[src/rtl/fetch_decode_queue_if.sv]
// Fetch-to-decode handshake bundle: push side from fetch, pop side to decode, plus flush.
interface fetch_decode_queue_if;
  logic        in_valid;
  logic        in_ready;
  logic [31:0] in_pc;
  logic [31:0] in_instr;
  logic        flush;
  logic        out_valid;
  logic        out_ready;
  logic [31:0] out_pc;
  logic [31:0] out_instr;
  logic [31:0] out_pc8;
  logic [4:0]  out_exc;
  logic [1:0]  count;

  modport master (
    output in_valid, in_pc, in_instr, flush, out_ready,
    input  in_ready, out_valid, out_pc, out_instr, out_pc8, out_exc, count
  );

  modport slave (
    input  in_valid, in_pc, in_instr, flush, out_ready,
    output in_ready, out_valid, out_pc, out_instr, out_pc8, out_exc, count
  );
endinterface

[src/rtl/fetch_decode_queue.sv]
// Two-entry fetch->decode queue: stores {pc, instr, pc+8, exc}, tags fetch address errors,
// absorbs one cycle of decode back-pressure and is emptied by a redirect flush.
module fetch_decode_queue #(
  parameter logic [31:0] IM_BASE  = 32'h0000_3000,
  parameter int unsigned IM_WORDS = 4096,
  parameter logic [4:0]  EXC_ADEL = 5'd4
) (
  input logic                  clk,
  input logic                  reset,
  fetch_decode_queue_if.slave  q_io
);

  localparam logic [31:0] ImLimit = IM_BASE + 32'(4 * IM_WORDS);

  logic [1:0][31:0] pc_q, pc_d;
  logic [1:0][31:0] instr_q, instr_d;
  logic [1:0][31:0] pc8_q, pc8_d;
  logic [1:0][4:0]  exc_q, exc_d;
  logic             rd_ptr_q, rd_ptr_d;
  logic             wr_ptr_q, wr_ptr_d;
  logic [1:0]       count_q, count_d;

  logic       push, pop, out_valid, in_fault;
  logic [4:0] in_exc;

  assign out_valid = (count_q != 2'd0);
  assign push      = q_io.in_valid & q_io.in_ready & ~q_io.flush;
  assign pop       = out_valid & q_io.out_ready;

  assign in_fault = (q_io.in_pc[1:0] != 2'b00) || (q_io.in_pc < IM_BASE) ||
                    (q_io.in_pc >= ImLimit);
  assign in_exc   = in_fault ? EXC_ADEL : 5'd0;

  always_comb begin
    pc_d     = pc_q;
    instr_d  = instr_q;
    pc8_d    = pc8_q;
    exc_d    = exc_q;
    rd_ptr_d = rd_ptr_q;
    wr_ptr_d = wr_ptr_q;
    count_d  = count_q;

    if (q_io.flush) begin
      pc_d     = '0;
      instr_d  = '0;
      pc8_d    = '0;
      exc_d    = '0;
      rd_ptr_d = 1'b0;
      wr_ptr_d = 1'b0;
      count_d  = 2'd0;
    end else begin
      if (push) begin
        pc_d[wr_ptr_q]    = q_io.in_pc;
        instr_d[wr_ptr_q] = in_fault ? 32'h0 : q_io.in_instr;
        pc8_d[wr_ptr_q]   = q_io.in_pc + 32'd8;
        exc_d[wr_ptr_q]   = in_exc;
        wr_ptr_d          = ~wr_ptr_q;
      end
      if (pop) begin
        rd_ptr_d = ~rd_ptr_q;
      end
      if (push && !pop) begin
        count_d = count_q + 2'd1;
      end else if (pop && !push) begin
        count_d = count_q - 2'd1;
      end
    end
  end

  always_ff @(posedge clk) begin
    if (reset) begin
      pc_q     <= '0;
      instr_q  <= '0;
      pc8_q    <= '0;
      exc_q    <= '0;
      rd_ptr_q <= 1'b0;
      wr_ptr_q <= 1'b0;
      count_q  <= 2'd0;
    end else begin
      pc_q     <= pc_d;
      instr_q  <= instr_d;
      pc8_q    <= pc8_d;
      exc_q    <= exc_d;
      rd_ptr_q <= rd_ptr_d;
      wr_ptr_q <= wr_ptr_d;
      count_q  <= count_d;
    end
  end

  // Outputs come only from registered head state; empty queue reads as all zeros.
  assign q_io.in_ready  = (count_q != 2'd2);
  assign q_io.out_valid = out_valid;
  assign q_io.out_pc    = out_valid ? pc_q[rd_ptr_q]    : 32'h0;
  assign q_io.out_instr = out_valid ? instr_q[rd_ptr_q] : 32'h0;
  assign q_io.out_pc8   = out_valid ? pc8_q[rd_ptr_q]   : 32'h0;
  assign q_io.out_exc   = out_valid ? exc_q[rd_ptr_q]   : 5'd0;
  assign q_io.count     = count_q;

endmodule

[src/flat_wrapper.sv]
// flat-port wrapper written by rule: the top's interface ports become plain ports
module fetch_decode_queue_flat 
#(
  parameter logic [31:0] IM_BASE  = 32'h0000_3000,
  parameter int unsigned IM_WORDS = 4096,
  parameter logic [4:0]  EXC_ADEL = 5'd4
)
  (clk, reset, q_io_in_valid, q_io_in_pc, q_io_in_instr, q_io_flush, q_io_out_ready, q_io_in_ready, q_io_out_valid, q_io_out_pc, q_io_out_instr, q_io_out_pc8, q_io_out_exc, q_io_count);
  fetch_decode_queue_if q_io_i ();
  input logic clk;
  input logic reset;
  input wire logic [$bits(q_io_i.in_valid)-1:0] q_io_in_valid;
  input wire logic [$bits(q_io_i.in_pc)-1:0] q_io_in_pc;
  input wire logic [$bits(q_io_i.in_instr)-1:0] q_io_in_instr;
  input wire logic [$bits(q_io_i.flush)-1:0] q_io_flush;
  input wire logic [$bits(q_io_i.out_ready)-1:0] q_io_out_ready;
  output wire logic [$bits(q_io_i.in_ready)-1:0] q_io_in_ready;
  output wire logic [$bits(q_io_i.out_valid)-1:0] q_io_out_valid;
  output wire logic [$bits(q_io_i.out_pc)-1:0] q_io_out_pc;
  output wire logic [$bits(q_io_i.out_instr)-1:0] q_io_out_instr;
  output wire logic [$bits(q_io_i.out_pc8)-1:0] q_io_out_pc8;
  output wire logic [$bits(q_io_i.out_exc)-1:0] q_io_out_exc;
  output wire logic [$bits(q_io_i.count)-1:0] q_io_count;
  assign q_io_i.in_valid = q_io_in_valid;
  assign q_io_i.in_pc = q_io_in_pc;
  assign q_io_i.in_instr = q_io_in_instr;
  assign q_io_i.flush = q_io_flush;
  assign q_io_i.out_ready = q_io_out_ready;
  assign q_io_in_ready = q_io_i.in_ready;
  assign q_io_out_valid = q_io_i.out_valid;
  assign q_io_out_pc = q_io_i.out_pc;
  assign q_io_out_instr = q_io_i.out_instr;
  assign q_io_out_pc8 = q_io_i.out_pc8;
  assign q_io_out_exc = q_io_i.out_exc;
  assign q_io_count = q_io_i.count;
  fetch_decode_queue #(.IM_BASE(IM_BASE), .IM_WORDS(IM_WORDS), .EXC_ADEL(EXC_ADEL)) u_core (.clk(clk), .reset(reset), .q_io(q_io_i));
endmodule
[config.mk]
export PLATFORM = sky130hd
export DESIGN_NAME = fetch_decode_queue_flat
export DESIGN_NICKNAME = d
export VERILOG_FILES = /design/src/rtl/fetch_decode_queue_if.sv /design/src/rtl/fetch_decode_queue.sv /design/src/flat_wrapper.sv
export SDC_FILE = /design/constraint.sdc
export NUM_CORES = 1
export LEC_CHECK = 0
export ABC_AREA = 1
export CAP_MARGIN = 10
export CELL_PAD_IN_SITES_DETAIL_PLACEMENT = 1
export CELL_PAD_IN_SITES_GLOBAL_PLACEMENT = 1
export CORE_UTILIZATION = 34
export CTS_BUF_LIST = sky130_fd_sc_hd__clkbuf_8
export DETAILED_ROUTE_END_ITERATION = 8
export HOLD_SLACK_MARGIN = 0.12
export PLACE_DENSITY_LB_ADDON = 0.1
export REMOVE_ABC_BUFFERS = 1
export SLEW_MARGIN = 10
export SYNTH_ARGS = -nofsm -noshare
export SYNTH_HDL_FRONTEND = slang
export SYNTH_SLANG_ARGS = --single-unit
[constraint.sdc]
create_clock -name clk -period 1.5 [get_ports clk]
set_input_delay 0.15 -clock clk [delete_from_list [all_inputs] [get_ports clk]]
set_output_delay 0.15 -clock clk [all_outputs]
set_load 0.02 [all_outputs]
==> metrics.txt <==
WP buf/inv=5; Slew HR=66.0%; CTS Buf Count=17; number of synthesized flops with an enable pin=0; f_max=500 MHz; CTS tree=done; Reg area=3850 um^2; Levels on crit path=8; failing checks=setup timing; CP max stage delay=roughly 390 ps; CP most frequent cell=buf_12; H-tree Lvls=4; Longest Clk Path Bufs=2; CP arrival=1850 ps; DRC violations left=0; Die X=164 um; antenna cells=0; first-pass GRT wire length=roughly 55000 um; Crit Path Category=flop to primary output; GR Layer Usage met2=45.4%; die extent in y=around 160 um; RSZ-0062 raised after global routing=true; final period utilization=133%; setup ws final=-499 ps; DRT Wirelength=approximately 54000 um; GRT Util Overall=a little over a quarter; final hold violation count=0; clk sinks=192; Post-Synthesis Cell Area=8900 um^2; multi-input logic area=6110 um^2; Max Fanout on Critical Path=7; status=finished with violations; row count=58; Top-Level Pins=approximately 170; Top Usage Layer GRT=met2; Setup TNS=-98100 ps; initial antenna violation count=1; ANT nets after route=0; slowest CP cell=dfxtp_2; max-slew violations=0; core area=25400 um^2; Detailed Route Iter0 Violations=949; cell count after synthesis=1275; post-DP HPWL=~24000 um; FFs w/ async S/R, synth=0%; worst hold slack=243 ps; vias in the first global route=10266; dpl ws=-536 ps; DIE AREA=26800 um^2; routed vias=roughly 12000; Worst Setup End Kind=primary output; # hold bufs at CTS=0; fillers=2840; type of the worst min-delay path=input pin to flop; CP required=1350 ps; Area Growth Syn to Fin=87.4%; worst vdd ir=between 0.4 and 0.5 mV; Final Cell Area=between 15000 and 20000 um^2; GR Util met3=2.78%; RR Endpoint=u_core.pc_q[29]; Clk Latency, worst-skew pair=500 ps; post-synth top area cell=dfxtp_1; post-synthesis sequential area ratio=between 40% and 50%; Main synth FF type=dfxtp_1; YS warnings=0; FF-to-FF path depth=11; Synth top area share=43.2%; Top Family by Delay on Critical Path=buffers and inverters; Initial Util=35.1%; clock skew=~25 ps; CP Cell Sequence=nor2_4 -> inv_4 -> buf_12 -> buf_12 -> buf_16 -> o21ai_4 -> a21oi_2 -> buf_6; placed cell count=1840; Worst R2R Start=u_core.q_io.count[0]; root buffer cell=clkbuf_8; Final nets=between 1500 and 2000; Clk pin slew, worst setup/hold paths=130 ps; I/O Buffers=169; total gr overflow=0; Final min period=2000 ps; Pleak=0.00647 uW; max-cap check violation count=0; Slew @ Worst Pin=510 ps; Placed Area=~12000 um^2; Yosys reg bits=between 150 and 200; Avg Cell Area, Syn=6.98 um^2; Yosys cell types=29; R2R Setup Slk=-440 ps; largest net degree at the start of global routing=79; CP endpoint=q_io_out_pc[18]; CP startpoint=u_core.q_io.count[0]; Pre-antenna DRT Iters=5; share of cells above drive strength 1=47.6%; WL/cell=27.1 um; vias per inst=5.88; pwr/cell area=696 nW/um^2; Non-Filler Instances=1980; count of final setup violators=292; top post-synthesis cells by area=dfxtp_1, a21oi_1, o21ai_0; crit start category=flop; routability cong.=0.919; met1 Use GR=between 30% and 40%
per-layer routing:
layer / part of all wire, % / vias up
met1: 40 / 5902
met2: 48 / 556
li1: - / 5013
met3: 6.8 / 180
met4: 4.6 / 0
met5: 0 / -
flip-flops by register name, indices dropped and copies added (netlist names):
name,count
u_core.pc_q,58
u_core.pc8_q,64
u_core.exc_q,2
u_core.instr_q,64
u_core.rd_ptr_q,1
u_core.q_io.count,2
u_core.wr_ptr_q,1
worst register-to-register path, stage by stage, from the launching register on:
cell and delay (ps):
dfxtp_2 390, buf_6 110, buf_6 100, inv_4 40
nand2_4 80, nand3b_4 140, nor2_4 230, buf_6 140
clkbuf_16 160, buf_8 140, o21ai_0 110, a21oi_1 220
cell usage after synthesis, types with 5 or more instances:
library cell and n:
nand3_1 41, nor2_1 73, nand4_1 36, inv_1 121
a21oi_1 209, o21ai_1 13, buf_2 37, buf_4 12
o21ai_0 184, clkbuf_1 42, inv_2 9, dfxtp_1 192
nand2_1 236, xor2_1 5, o22ai_1 29, a31oi_1 9
o21a_1 7
logic make-up after synthesis:
logic type / count (synthesis) / synth area share (%)
compound gates: 453 / 26.2
simple gates: 394 / 18.9
buf+inv: 228 / 10.9
flops: 192 / 43.2
xor+xnor: 5 / 0.492
fa+ha+maj: 2 / 0.281
other cells: 1 / 0.0421
final cells by class:
cell class | instances | share of cell area (%)
clock buffer | 17 | 1.40
clock inverter | 14 | 0.750
inverter | 132 | 3.28
multi-input combinational | 859 | 36.6
sequential | 192 | 23.1
tap | 330 | 2.47
timing repair buffer | 435 | 32.4
timing repair inverter | 1 | 0.0525
worst min-delay path by stage:
stage                     startpoint                to  slack (ps)  cells after the start
finish                 q_io_in_pc[2]  u_core.pc8_q[34]         240                      3
global route           q_io_in_pc[2]  u_core.pc8_q[34]         260                      3
CTS                    q_io_in_pc[2]  u_core.pc8_q[34]         250                      3
detailed placement  u_core.pc8_q[59]  u_core.pc8_q[59]         430                      2
global placement    u_core.pc8_q[59]  u_core.pc8_q[59]         430                      2
floorplan              q_io_in_pc[0]  u_core.pc8_q[32]         260                      2
cell usage in the layout, fill, tap and decap left out, types with 3 or more instances in the layout:
master,instances
dfxtp_1,189
nand2_1,185
buf_4,170
a21oi_2,135
inv_1,119
o21ai_2,95
buf_6,71
nor2_1,70
clkdlybuf4s50_1,68
a21oi_1,63
buf_12,50
o21ai_4,43
clkbuf_16,42
nand4_1,36
o21ai_1,32
nand3_1,30
nand2_4,29
o21ai_0,27
nand2_2,22
buf_8,22
clkbuf_8,18
o22ai_1,16
o22ai_2,12
a21oi_4,11
nand3_2,10
buf_16,8
o21a_1,7
inv_8,6
a31oi_1,6
xor2_1,5
nor2_4,4
inv_2,4
conb_1,4
inv_6,4
inv_4,3
nand2_8,3
clkinv_8,3
power breakdown:
part,internal [uW],leakage [uW],total (uW),switching (uW)
registers,5200,0.00156,5300,103
clock network,1200,0.000182,3530,2330
logic,1280,0.00474,2780,1500
total,7680,0.00647,11600,3930
stage by stage:
stage                     power, uW  util (%)
final                         11600      65.7
after global placement         6900      47.8
after floorplan                5930         -
after CTS                     10500      51.3
after detailed placement       6930      47.8
after global routing          11900      65.7
repair_timing:
item                       CTS  global route
pin swaps                    8           120
setup endpoints to repair  286           291
gates cloned                 6            56
gates resized for setup    683           603
buffers inserted            10            45
Note: power is estimated with default switching activity, not from simulation.
